## config.mk

```make
export PLATFORM = sky130hd
export DESIGN_NAME = ifetch_prefetch
export DESIGN_NICKNAME = d
export VERILOG_FILES = /design/src/rtl/ifetch_prefetch.sv
export SDC_FILE = /design/constraint.sdc
export NUM_CORES = 1
export LEC_CHECK = 0
export CAP_MARGIN = 30
export CELL_PAD_IN_SITES_DETAIL_PLACEMENT = 0
export CELL_PAD_IN_SITES_GLOBAL_PLACEMENT = 1
export CORE_UTILIZATION = 42
export CTS_CLUSTER_SIZE = 8
export DETAILED_ROUTE_END_ITERATION = 10
export GPL_ROUTABILITY_DRIVEN = 0
export PLACE_DENSITY_LB_ADDON = 0.1
export SYNTH_ARGS = -nofsm -noshare
export SYNTH_HDL_FRONTEND = slang
export SYNTH_SLANG_ARGS = --single-unit
```

## constraint.sdc

```tcl
create_clock -name clk -period 3.1 [get_ports clk]
set_input_delay 0.93 -clock clk [delete_from_list [all_inputs] [get_ports clk]]
set_output_delay 0.93 -clock clk [all_outputs]
set_load 0.01 [all_outputs]
```

## src/rtl/ifetch_prefetch.sv

```systemverilog
// Instruction prefetch: owns the PC, streams in-order requests to instruction memory
// and buffers returned words (tagged with their PC) for the fetch stage.
module ifetch_prefetch #(
  parameter int              PC_W     = 8,
  parameter int              OP_W     = 16,
  parameter int              DEPTH    = 4,
  parameter logic [PC_W-1:0] RESET_PC = '0
) (
  input  logic                       clk,
  input  logic                       reset,
  input  logic                       redirect,
  input  logic [PC_W-1:0]            redirect_pc,
  output logic                       imem_req,
  output logic [PC_W-1:0]            imem_addr,
  input  logic                       imem_gnt,
  input  logic                       imem_rvalid,
  input  logic [OP_W-1:0]            imem_rdata,
  output logic                       op_valid,
  output logic [OP_W-1:0]            op_out,
  output logic [PC_W-1:0]            op_pc,
  input  logic                       op_ready,
  output logic [$clog2(DEPTH):0]     fifo_count
);
  localparam int AW = $clog2(DEPTH);
  localparam int CW = AW + 1;

  typedef struct packed {
    logic [OP_W-1:0] op;
    logic [PC_W-1:0] pc;
  } entry_t;

  logic [PC_W-1:0]      pc, rsp_pc;
  logic [CW-1:0]        count, inflight, drop_cnt;
  logic [AW-1:0]        rd_ptr, wr_ptr;
  entry_t [DEPTH-1:0]   fifo_q;

  logic [CW:0] occ_sum, out_sum;
  logic        grant, push, pop, drop, rsp_consumed;

  // Credits: FIFO space must cover every live request, and stale responses
  // still owed by memory bound how far ahead we may run.
  assign occ_sum  = {1'b0, count}    + {1'b0, inflight};
  assign out_sum  = {1'b0, inflight} + {1'b0, drop_cnt};
  assign imem_req = !reset && !redirect &&
                    (occ_sum < (CW+1)'(DEPTH)) && (out_sum < (CW+1)'(DEPTH));
  assign imem_addr = pc;

  assign grant = imem_req && imem_gnt;
  assign drop  = imem_rvalid && (drop_cnt != '0);
  assign push  = imem_rvalid && (drop_cnt == '0) && (inflight != '0) && !redirect;
  assign pop   = op_valid && op_ready;
  // A redirect-cycle response only retires a credit if one is actually owed.
  assign rsp_consumed = imem_rvalid && ((drop_cnt != '0) || (inflight != '0));

  always_ff @(posedge clk) begin
    if (reset) begin
      pc       <= RESET_PC;
      rsp_pc   <= RESET_PC;
      count    <= '0;
      inflight <= '0;
      drop_cnt <= '0;
      rd_ptr   <= '0;
      wr_ptr   <= '0;
    end else if (redirect) begin
      pc       <= redirect_pc;
      rsp_pc   <= redirect_pc;
      count    <= '0;
      inflight <= '0;
      drop_cnt <= drop_cnt + inflight - CW'(rsp_consumed);
      rd_ptr   <= '0;
      wr_ptr   <= '0;
    end else begin
      if (grant) pc <= pc + 1'b1;
      if (push) begin
        rsp_pc <= rsp_pc + 1'b1;
        wr_ptr <= wr_ptr + 1'b1;
      end
      if (pop) rd_ptr <= rd_ptr + 1'b1;
      inflight <= inflight + CW'(grant) - CW'(push);
      drop_cnt <= drop_cnt - CW'(drop);
      count    <= count + CW'(push) - CW'(pop);
    end
  end

  // Storage needs no reset: reads are gated by op_valid.
  always_ff @(posedge clk) begin
    if (push) fifo_q[wr_ptr] <= '{op: imem_rdata, pc: rsp_pc};
  end

  assign op_valid   = (count != '0);
  assign op_out     = op_valid ? fifo_q[rd_ptr].op : '0;
  assign op_pc      = op_valid ? fifo_q[rd_ptr].pc : '0;
  assign fifo_count = count;
endmodule

```

# Yosys cells after proc, flatten, opt, wreduce, memory -nomap -nowiden

Cells that the tools add are included.

Register bits after elaboration: 125
Input bits: 30
Word-level logic and storage cells: 66
Output and inout port bits: 37

$add $sub $neg: 13
Order comparisons: 5
Muxes and demuxes: 12
Reduce and logical (&&, ||, !) cells: 21

Operator list:

| kind                | number |
|---|---|
| $bwmux 96           | 1 |
| $bmux 24 s2         | 1 |
| $demux 24 s2        | 1 |
| $mux 24             | 2 |
| $mux 8              | 5 |
| $add 8x1->8 const B | 2 |
| $mux 16             | 1 |
| $sub 3x1->3         | 4 |
| $logic_and 1x1->1   | 11 |
| $reduce_bool 3->1   | 3 |
| $add 3x3->4         | 2 |
| $lt 4x3->1 const B  | 2 |
| $add 3x1->3         | 2 |
| $lt 2x3->1 const B  | 2 |
| $add 2x1->2 const B | 2 |
| $reduce_bool 2->1   | 2 |
| $add 3x3->3         | 1 |
| $logic_not 3->1     | 1 |
| $mux 3              | 1 |
| $ge 2x1->1 const B  | 1 |
| $logic_not 1->1     | 2 |
| $reduce_or 2->1     | 1 |
| $logic_or 1x1->1    | 1 |

# Logic depth before layout (Yosys ltp)

Word-level depth: 7
Gate-level depth with buffers: 12
Mapped depth without buffers: 12

# Least setup slack after synthesis

OpenSTA, ideal clock, no wires.

Kind: input to register
Start: in imem_rvalid
End: reg count[2], in the netlist fifo_count[2]
Arrival: 3017 ps
Path slack: -39 ps
Path buffers: 1
Setup time: 122 ps
Cell stages on the path: 12
Data required time: 2978 ps
Path through: o31ai_1 > or2_2 > clkbuf_1 > nor2_1 > inv_1 > ha_1 > inv_1 > ha_1 > fa_1 > xnor2_1 > xnor2_1 > nor2_1

Cells in the longest elaborated chain, start to end: 5

Ends and longest elaborated chain:

| item                            | line | RTL |
|---|---|---|
| start, declared                 | 16   | `input logic imem_rvalid,` |
| $logic_and 1x1->1 (3 in series) | 50   | `assign push = imem_rvalid && (drop_cnt == '0) && (inflight != '0) && !redirect;` |
| net push                        | 38   | `logic grant, push, pop, drop, rsp_consumed;` |
| $add 3x1->3                     | 81   | `count <= count + CW'(push) - CW'(pop);` |
| $sub 3x1->3                     | 81   |  |
| end signal, assigned            | 81   |  |
| end, declared                   | 33   | `logic [CW-1:0] count, inflight, drop_cnt;` |

The timed path passes the listed nets, and every way through them passes these cells.
A chain may end at the register's enable or synchronous reset.

# Final worst setup path

Start: reg rd_ptr[0]
End: out op_pc[3]

Cells in the longest elaborated chain, start to end: 3

Ends and longest elaborated chain:

| item                          | line | RTL |
|---|---|---|
| start, declared               | 34   | `logic [AW-1:0] rd_ptr, wr_ptr;` |
| start signal, assigned        | 78   | `if (pop) rd_ptr <= rd_ptr + 1'b1;` |
| $bmux 24 s2                   | 92   | `assign op_pc = op_valid ? fifo_q[rd_ptr].pc : '0;` |
| $mux 24 (not written as such) | 92   |  |
| $mux 8                        | 92   |  |
| end, declared                 | 20   | `output logic [PC_W-1:0] op_pc,` |

No other way between the ends. The select of a mux whose other input is x is not followed.

==> metrics.cfg <==
[timing]
layout_setup_ws_ns=0.0607
min_period_over_period=0.980
whs_ns=0.543
skew_ns=0.00967
setup_viol=0
slew_headroom=0.716
drv_slew=0
hold_viol_final=0
fin_crit_ns=3.04
worst_pin_slew_ns=0.426
fin_tns_setup_ns=0
rsz0062_at_grt=yes
max_clock_freq_mhz=329

[yosys]
ys.flop_type=edfxtp_1
synth-edff-count=96
synth-seq-cells=125
ys_warn_count=0
synthCells=356
yosys-top-cells-area=edfxtp_1 53%, dfxtp_1 11%, mux4_2 10%, ha_1 4.4%, and2_1 3.8%
ys_seq_area_frac=0.642
synthArstFlopShare=0
ys_types=35
synth_area_leader_cell=edfxtp_1
synth_top_area_frac=0.534
synth_area_um2=5400
syn-num-nets=408
avgSynthCellArea_um2=15.2

[cts]
cts_setup_buffers=0
tritoncts=yes
clkSinkCount=125
cts-root-buf=clkbuf_16
htree_levels=4
clk-insertion-delay-late_ns=0.41
clock_path_buffers=2
clkTransAtPathRegs_ns=0.05
cts_buffers=17

[power]
p_leak_nw=2.70
power.density_nw_per_um2=600
vdd_drop_max_uv=338

[worst_setup_path]
path_max_fanout=15
crit_required_ns=2.17
path_class=reg -> out
worstSetupStartpointType=register
end_kind=output pin
arrival_ns=2.11

[drt]
wl_per_cell_um=15.6
drt_wl_total_um=9890
drc=0
first_iter_violations=181
routed_via_density=4.90
dr.pass1.iters=4
postRouteAntennaNets=0
dr_total_vias=3114

[global_route]
grt_overflow=0
grt_max_degree=35
grt_pass1_vias=3142
grt_usage=0.166
grt_pass1_wl_um=15900
antenna_found_initial=0

[floorplanning]
dieArea_um2=13300
rows=41
start_util=0.429
io-pin-count=67
die_w_um=115
die_h_um=115
core_um2=12600

[placed_design]
post-place-ws_ns=-0.381
dp_hpwl_um=6470
port_buffers=66

[layout]
nets=502
multi_input_area_um2=1800
fillers=1043
ff_latch_area_um2=3460
final_layout_size_suffix_gt1_frac=0.184
num_antenna_cells=0
synthToLayoutAreaGrowth_pct=31.7

[run]
cap_violations=0

[min_path]
hold_class=reg -> reg

[outcome]
status=finished clean

cell usage after synthesis, drive strengths merged, types with 8 or more instances:
| library cell | number |
|---|---|
| a21oi | 10 |
| and2 | 33 |
| clkbuf | 13 |
| dfxtp | 29 |
| edfxtp | 96 |
| ha | 19 |
| inv | 27 |
| mux4 | 24 |
| nand2 | 8 |
| nor2 | 14 |
| nor3 | 8 |
| o21a | 10 |
| o31a | 10 |
| xnor2 | 8 |
| xor2 | 10 |
power by group:
part | switching, W | total [W] | internal, W
sequential | 0.0000465 | 0.00189 | 0.00185
combinational | 0.000235 | 0.000473 | 0.000238
clock | 0.000645 | 0.00190 | 0.00126
layer usage:
metal  routed length, um  global-route usage
met4                 200              0.0857
met5                   0                   0
met1                4310               0.204
met3                 368              0.0374
met2                5010               0.275
layout by cell type, fill, tap and decap left out, types with 2 or more instances in the layout:
cell type | Yosys | routed
o21a_1 | 10 | 10
a2111oi_4 | 0 | 2
or2_2 | 3 | 3
dfxtp_1 | 29 | 28
clkinv_2 | 0 | 3
a21oi_1 | 10 | 10
or3_1 | 2 | 2
clkbuf_16 | 0 | 17
ha_1 | 19 | 19
clkbuf_1 | 13 | 7
o31a_1 | 10 | 10
buf_12 | 0 | 6
o311a_1 | 2 | 2
nor2_1 | 14 | 13
xor2_1 | 10 | 10
nand2_1 | 8 | 8
nand3_1 | 6 | 6
buf_4 | 0 | 18
and2_1 | 33 | 33
bufinv_16 | 0 | 3
fa_1 | 3 | 3
mux4_2 | 24 | 24
edfxtp_1 | 96 | 96
nand4_1 | 2 | 2
clkdlybuf4s50_1 | 0 | 57
nor4_1 | 5 | 5
inv_1 | 27 | 27
dlymetal6s2s_1 | 0 | 8
xnor2_1 | 8 | 7
nor3_1 | 8 | 8
layout make-up:
type / instances / share of cell area
inverter: 27 / 0.0143
timing repair buffer: 92 / 0.135
sequential: 125 / 0.487
clock inverter: 8 / 0.0165
tap: 172 / 0.0303
clock buffer: 24 / 0.0635
multi-input combinational: 187 / 0.253
what timing repair did:
action,CTS,global route
resized for setup,5,16
hold buffers,0,0
hold endpoints to repair,0,0
endpoints found under the setup margin,10,21
critical path, stage by stage (launching register included):
cell             delay (ns)
dfxtp_2                0.36
buf_12                 0.19
mux4_2                 0.50
and2_1                 0.18
clkdlybuf4s50_1        0.47
per-stage QoR:
| step | area, um2 | power [W] | std cells | util |
|---|---|---|---|---|
| 5_1_grt | 7110 | 0.00446 | 635 | 0.566 |
| 3_5_place_dp | 6470 | 0.00239 | 603 | 0.515 |
| 4_1_cts | 7050 | 0.00430 | 635 | 0.561 |
| 6_report | 7110 | 0.00427 | 635 | 0.566 |
| 3_3_place_gp | 6470 | 0.00238 | 603 | 0.515 |
| 2_1_floorplan | 5400 | 0.00221 | 356 | - |
flip-flops by register name, summed over array words and instances (netlist names):
signal	flops
drop_cnt	3
fifo_count	3
fifo_q	96
imem_addr	8
inflight	3
rd_ptr	2
rsp_pc	8
wr_ptr	2
worst paths after layout:
path,cells past startpoint,to,slack [ns],start
max reg2reg,11,inflight[2]$_SDFF_PP0_,0.12,inflight[2]$_SDFF_PP0_
min reg2reg,0,fifo_q[31]$_DFFE_PP_,0.54,rsp_pc[7]$_SDFFE_PP0P_
max,4,op_pc[3],0.06,rd_ptr[0]$_SDFFE_PP0P_
min,0,fifo_q[31]$_DFFE_PP_,0.54,rsp_pc[7]$_SDFFE_PP0P_
logic make-up after synthesis:
logic type      count (synthesis)  synth area share
compound gates                 38            0.0540
xor+xnor                       18            0.0292
buf+inv                        44            0.0325
flops                         125             0.642
mux                            25             0.102
simple gates                   84            0.0855
fa+ha+maj                      22            0.0552
Note: power is estimated with default switching activity, not from simulation.
==> RTL change 1: new RTL, config.mk and constraints unchanged <==
Put one more register stage on the output `fifo_count`, with the module's reset. The value now appears one clock later. The other outputs are not delayed to match.
--- a/src/rtl/ifetch_prefetch.sv
+++ b/src/rtl/ifetch_prefetch.sv
@@ -90,6 +90,12 @@
   assign op_valid   = (count != '0);
   assign op_out     = op_valid ? fifo_q[rd_ptr].op : '0;
   assign op_pc      = op_valid ? fifo_q[rd_ptr].pc : '0;
-  assign fifo_count = count;
+  always_ff @(posedge clk) begin
+    if (reset) begin
+      fifo_count <= '0;
+    end else begin
+      fifo_count <= count;
+    end
+  end
 endmodule
 
Behaviour: not the same (a bounded check fails within 4 cycles, from zero or initial values and one cycle with reset high).
==> RTL change 1 against the unedited design <==
First-iteration DRC count grew 16%; final area grew 2.1%; count of clock-buffer cells in the layout shrank 4; die area grew 3.3%; sequential power grew 2%; wire length grew 3.3%; sequential cell count grew 3; synthesized area grew 3.4%; maximum frequency grew 0.53%; worst setup slack gained 0.016 ns; via count grew 4.8%; power shrank 1.8%; largest cell class unchanged.
==> RTL change 1: results (changes against the unedited design) <==
STA
  – Tmin final: 3.023 ns (was 3.039 ns)
  – Slew headroom: 70.05% (was 71.57%)
  – Clk_skew: 0.008267 ns (was 0.009671 ns)
  – Hold slack: 0.5164 ns (was 0.5434 ns)
  – Pins Over Slew Limit: 0 (unchanged)

Hold path
  – Hold path start: count[0]$_SDFF_PP0_ (was rsp_pc[7]$_SDFFE_PP0P_)
  – WHS Path Cells: 1 (was 0)
  – Worst hold path class: flip-flop to flip-flop (unchanged)
  – Hold worst-path end: fifo_count[0]$_SDFF_PP0_ (was fifo_q[31]$_DFFE_PP_)

Yosys
  – Multiplexer share of the synthesized area: 10.07% (was 10.20%)
  – Sequential element share of the synthesized area: 63.12% (was 64.16%)
  – Post-Syn Nets: 429 (was 408)
  – Post-synth EDFFs: 96 (unchanged)
  – Synth cell count leaders: 96 x edfxtp_1, 33 x and2_1, 32 x dfxtp_1, 26 x inv_1, 24 x mux4_2 (was 96 x edfxtp_1, 33 x and2_1, 29 x dfxtp_1, 27 x inv_1, 24 x mux4_2)
  – Post-synthesis xor/xnor area fraction: 2.668% (was 2.921%)
  – Synth Instances: 377 (was 356)
  – Synth cell types: 46 (was 35)

Critical path
  – R2r setup slk: 0.43 ns (was 0.12 ns)
  – Arrival time worst endpoint: 2.09 ns (was 2.11 ns)
  – Critical path peak fanout: 11 (was 15)
  – RR Startpoint: inflight[1]$_SDFF_PP0_ (was inflight[2]$_SDFF_PP0_)
  – Worst setup endpoint: op_out[12] (was op_pc[3])
  – Slowest stage delay, CP: 0.49 ns

Placed design
  – Placed Cells: 613 (was 603)
  – Setup WS pre-CTS: -0.2666 ns (was -0.3806 ns)
  – DP Area: 6581 µm² (was 6474 µm²)
  – Dpl hpwl: 6662 µm (was 6474 µm)

Cells and area
  – Filler instances: 1,032 (was 1,043)
  – Finished Layout Cells: 656 (was 635)
  – Share of cells above drive strength 1: 18.80% (was 18.36%)
  – Total Nets Final: 523 (was 502)

Clock network
  – Cts repair resizes: 12 (was 5)
  – Postcts setup bufs: 3 (was 0)

GRT
  – Global-route wire length before repair: 16,450 µm (was 15,930 µm)
  – Met3 Track Usage GR: 3.244% (was 3.743%)
  – Vias in the first global route: 3,178 (was 3,142)
  – Global Route Usage Sum: 16.56% (was 16.57%)
  – M2 GR Usage: 26.67% (was 27.47%)
  – Met1 Usage GRT: 21.75% (was 20.35%)

Detailed routing
  – Met3 WL: 381 µm (was 368 µm)
  – Routed vias/inst: 4.974 (was 4.904)
  – Wire length on met1: 4744 µm (was 4311 µm)
  – Drt wl/cell: 15.57 µm (about the same)
  – DR WL met2: 4970 µm (was 5006 µm)

Pwr
  – Static Leak: 2.804 nW (was 2.695 nW)
  – Switching pwr: 0.9331 mW (was 0.9267 mW)

Run status
  – Outcome: complete, no violations (unchanged)
RTL change 1: cell types whose count changed after synthesis, moves of 4 or more:
cell,delta
buf_2,+5
clkbuf_1,-4
nand2_1,+8
nor2b_1,+4
nor4_1,-4
o31a_1,-7
RTL change 1: final cells by class:
cell class / count / area (µm²) / area share (%)
multi-input combinational: 204 / 1889 / 26.04
clock buffer: 20 / 436.7 / 6.018
inverter: 26 / 97.59 / 1.345
tap: 172 / 215.2 / 2.966
timing repair buffer: 94 / 972.2 / 13.40
sequential: 128 / 3527 / 48.61
clock inverter: 12 / 117.6 / 1.621
RTL change 1: power by group through the flow:
stage	logic, mW	registers, mW	clock network [mW]
after floorplan	0.294	1.95	0
after global placement	0.425	1.96	0
after detailed placement	0.433	1.96	0
after CTS	0.433	1.93	1.87
after global routing	0.482	1.94	1.95
final	0.430	1.93	1.83
==> RTL change 2: new RTL, same settings <==
Made on the original files. Change the parameter `PC_W` from 8 to 12.
--- a/src/rtl/ifetch_prefetch.sv
+++ b/src/rtl/ifetch_prefetch.sv
@@ -1,7 +1,7 @@
 // Instruction prefetch: owns the PC, streams in-order requests to instruction memory
 // and buffers returned words (tagged with their PC) for the fetch stage.
 module ifetch_prefetch #(
-  parameter int              PC_W     = 8,
+  parameter int              PC_W     = 12,
   parameter int              OP_W     = 16,
   parameter int              DEPTH    = 4,
   parameter logic [PC_W-1:0] RESET_PC = '0
Ports: changed (resized imem_addr, op_pc and redirect_pc); port bits go from 67 to 79. The function was not compared with the original's and may differ.
==> RTL change 2 against the unedited design <==
Final area rose by 17%; worst setup slack improved by 0.014 ns; sequential cell count increased by 24; sequential power increased by 19%; register-to-register slack improved by 0.14 ns; synthesized area is 19% higher; clock power is 8% higher; global-route usage is 1.1 points higher; power up 12%; wire length is 32% higher; largest cell class unchanged; highest routed layer unchanged.
==> RTL change 2: results (changes against the unedited design) <==
Cells and area
  – Finished Layout Cells: 737 (was 635)
  – Share of cells above drive strength 1: 16.82% (was 18.36%)
  – Finished Cell Area: 8302 µm² (was 7108 µm²)
  – Total Nets Final: 596 (was 502)
  – Filler instances: 1,222 (was 1,043)
  – Max reg flops: 112 (was 96)
  – N_diodes: 0 (unchanged)
  – Largest reg by FF count: fifo_q (unchanged)

Pwr
  – Maximum vdd drop: 298.4 µV (was 337.7 µV)
  – Static Leak: 3.066 nW (was 2.695 nW)

Yosys
  – Sequential element share of the synthesized area: 63.78% (was 64.16%)
  – Synth cell types: 43 (was 35)
  – Synth Area in Compound Gates: 5.386% (was 5.401%)
  – Top cells by area, synth: edfxtp_1 52%, dfxtp_1 12%, mux4_2 9.8%, and2_1 3.7%, ha_1 3.7% (was edfxtp_1 53%, dfxtp_1 11%, mux4_2 10%, ha_1 4.4%, and2_1 3.8%)
  – Asr flop ratio synth: 0% (unchanged)
  – Post-Syn Nets: 488 (was 408)
  – Synth warnings: 0 (unchanged)
  – Post-synth EDFFs: 112 (was 96)
  – Multiplexer share of the synthesized area: 10.42% (was 10.20%)
  – Synth cell count leaders: 112 x edfxtp_1, 38 x and2_1, 37 x dfxtp_1, 28 x mux4_2, 20 x nor2_1 (was 96 x edfxtp_1, 33 x and2_1, 29 x dfxtp_1, 27 x inv_1, 24 x mux4_2)
  – Syn Area/Cell: 14.90 µm² (was 15.16 µm²)
  – Synth Area in Adders: 4.628% (was 5.517%)
  – Post-synthesis xor/xnor area fraction: 2.314% (was 2.921%)

Detailed routing
  – Pre-Repair DR Iteration Count: 4 (unchanged)
  – Post-Route WL: 13,000 µm (was 9886 µm)
  – Routed vias/inst: 5.376 (was 4.904)
  – DRT iter0 DRCs: 236 (was 181)

Clock network
  – Clk Latency, worst-skew pair: approximately 0.42 ns
  – CTS Buffer Depth: 2 (unchanged)
  – Worst-path clk slew: 0.06 ns
  – H-tree depth: 4 (unchanged)

Placed design
  – Setup WS pre-CTS: -0.4006 ns (was -0.3806 ns)
  – Dpl hpwl: 8650 µm (was 6474 µm)
  – DP Area: 7641 µm² (was 6474 µm²)
  – Port buffer count: 78 (was 66)
  – Placed Cells: 702 (was 603)

STA
  – Slew @ Worst Pin: 0.5541 ns (was 0.4264 ns)
  – Clk_skew: 0.008887 ns (was 0.009671 ns)

GRT
  – Initial antenna violation count: 0 (unchanged)
  – Global Route Usage Sum: 17.69% (was 16.57%)
  – Vias in the first global route: 4,080 (was 3,142)
  – Global-route wire length before repair: 21,130 µm (was 15,930 µm)
  – Largest net degree at the start of global routing: 32 (was 35)

Run status
  – Outcome: complete, no violations (unchanged)

Critical path
  – Critical path peak fanout: 14 (was 15)
-- RTL change 2: cell types whose count changed after synthesis, moves of 6 or more --
cell / change
edfxtp_1: +16
nand2_1: +11
inv_1: -10
dfxtp_1: +8
a21oi_1: -7
a31oi_1: +7
nand3_1: +7
o31a_1: -7
nand4_1: +6
nor2_1: +6
nor3_1: -6
o211ai_1: +6
o21a_1: -6
-- RTL change 2: where the power goes --
group | switching [mW] | internal (mW)
logic | 0.237 | 0.248
registers | 0.0642 | 2.19
clock network | 0.751 | 1.30
-- RTL change 2: path summary, 6_finish.rpt --
path,startpoint,endpoint,slack [ns],cells after the start
max,rd_ptr[0]$_SDFFE_PP0P_,op_out[4],0.07,4
min,wr_ptr[1]$_SDFFE_PP0P_,wr_ptr[1]$_SDFFE_PP0P_,0.50,2
max reg2reg,drop_cnt[2]$_SDFF_PP0_,drop_cnt[2]$_SDFF_PP0_,0.26,11
min reg2reg,wr_ptr[1]$_SDFFE_PP0P_,wr_ptr[1]$_SDFFE_PP0P_,0.50,2
-- RTL change 2: final cells by class --
cell class / instances / share of cell area (%)
Tap cell: 184 / 2.773
Timing Repair Buffer: 107 / 13.29
Inverter: 18 / 0.8139
Multi-Input combinational cell: 247 / 26.45
Clock inverter: 9 / 1.537
Sequential cell: 149 / 49.50
Clock buffer: 23 / 5.637
-- RTL change 2: metrics by stage --
stage	hold slack, ns	setup TNS, ns
after floorplan	0.4692	0
after global placement	0.4894	-0.8651
after detailed placement	0.5029	-1.230
after CTS	0.5125	-0.002848
after global routing	0.5552	-0.001099
final	0.5049	0
-- RTL change 2: worst max-delay path, cell delays in order (launching register included) --
cell and delay, ns:
dfxtp_4 0.37, buf_12 0.17, mux4_2 0.49, and2_1 0.17
clkdlybuf4s50_1 0.48
-- RTL change 2: repair_timing --
item | CTS | global route
buffers inserted | 0 | 3
setup endpoints to repair | 14 | 25
resized for setup | 12 | 14
-- RTL change 2: cells by family after synthesis --
family | count (synthesis)
flops | 149
fa+ha+maj | 22
simple gates | 128
xor+xnor | 17
buf+inv | 36
mux | 32
compound gates | 48
-- RTL change 2: routing by layer --
| metal | up-vias | wire, µm | track usage [%] |
|---|---|---|---|
| met2 | 93 | 6422 | 30.00 |
| met3 | 20 | 495 | 3.993 |
| met5 | - | 0 | 0 |
| li1 | 1878 | - | - |
| met1 | 1971 | 5872 | 21.92 |
| met4 | 0 | 213 | 7.371 |
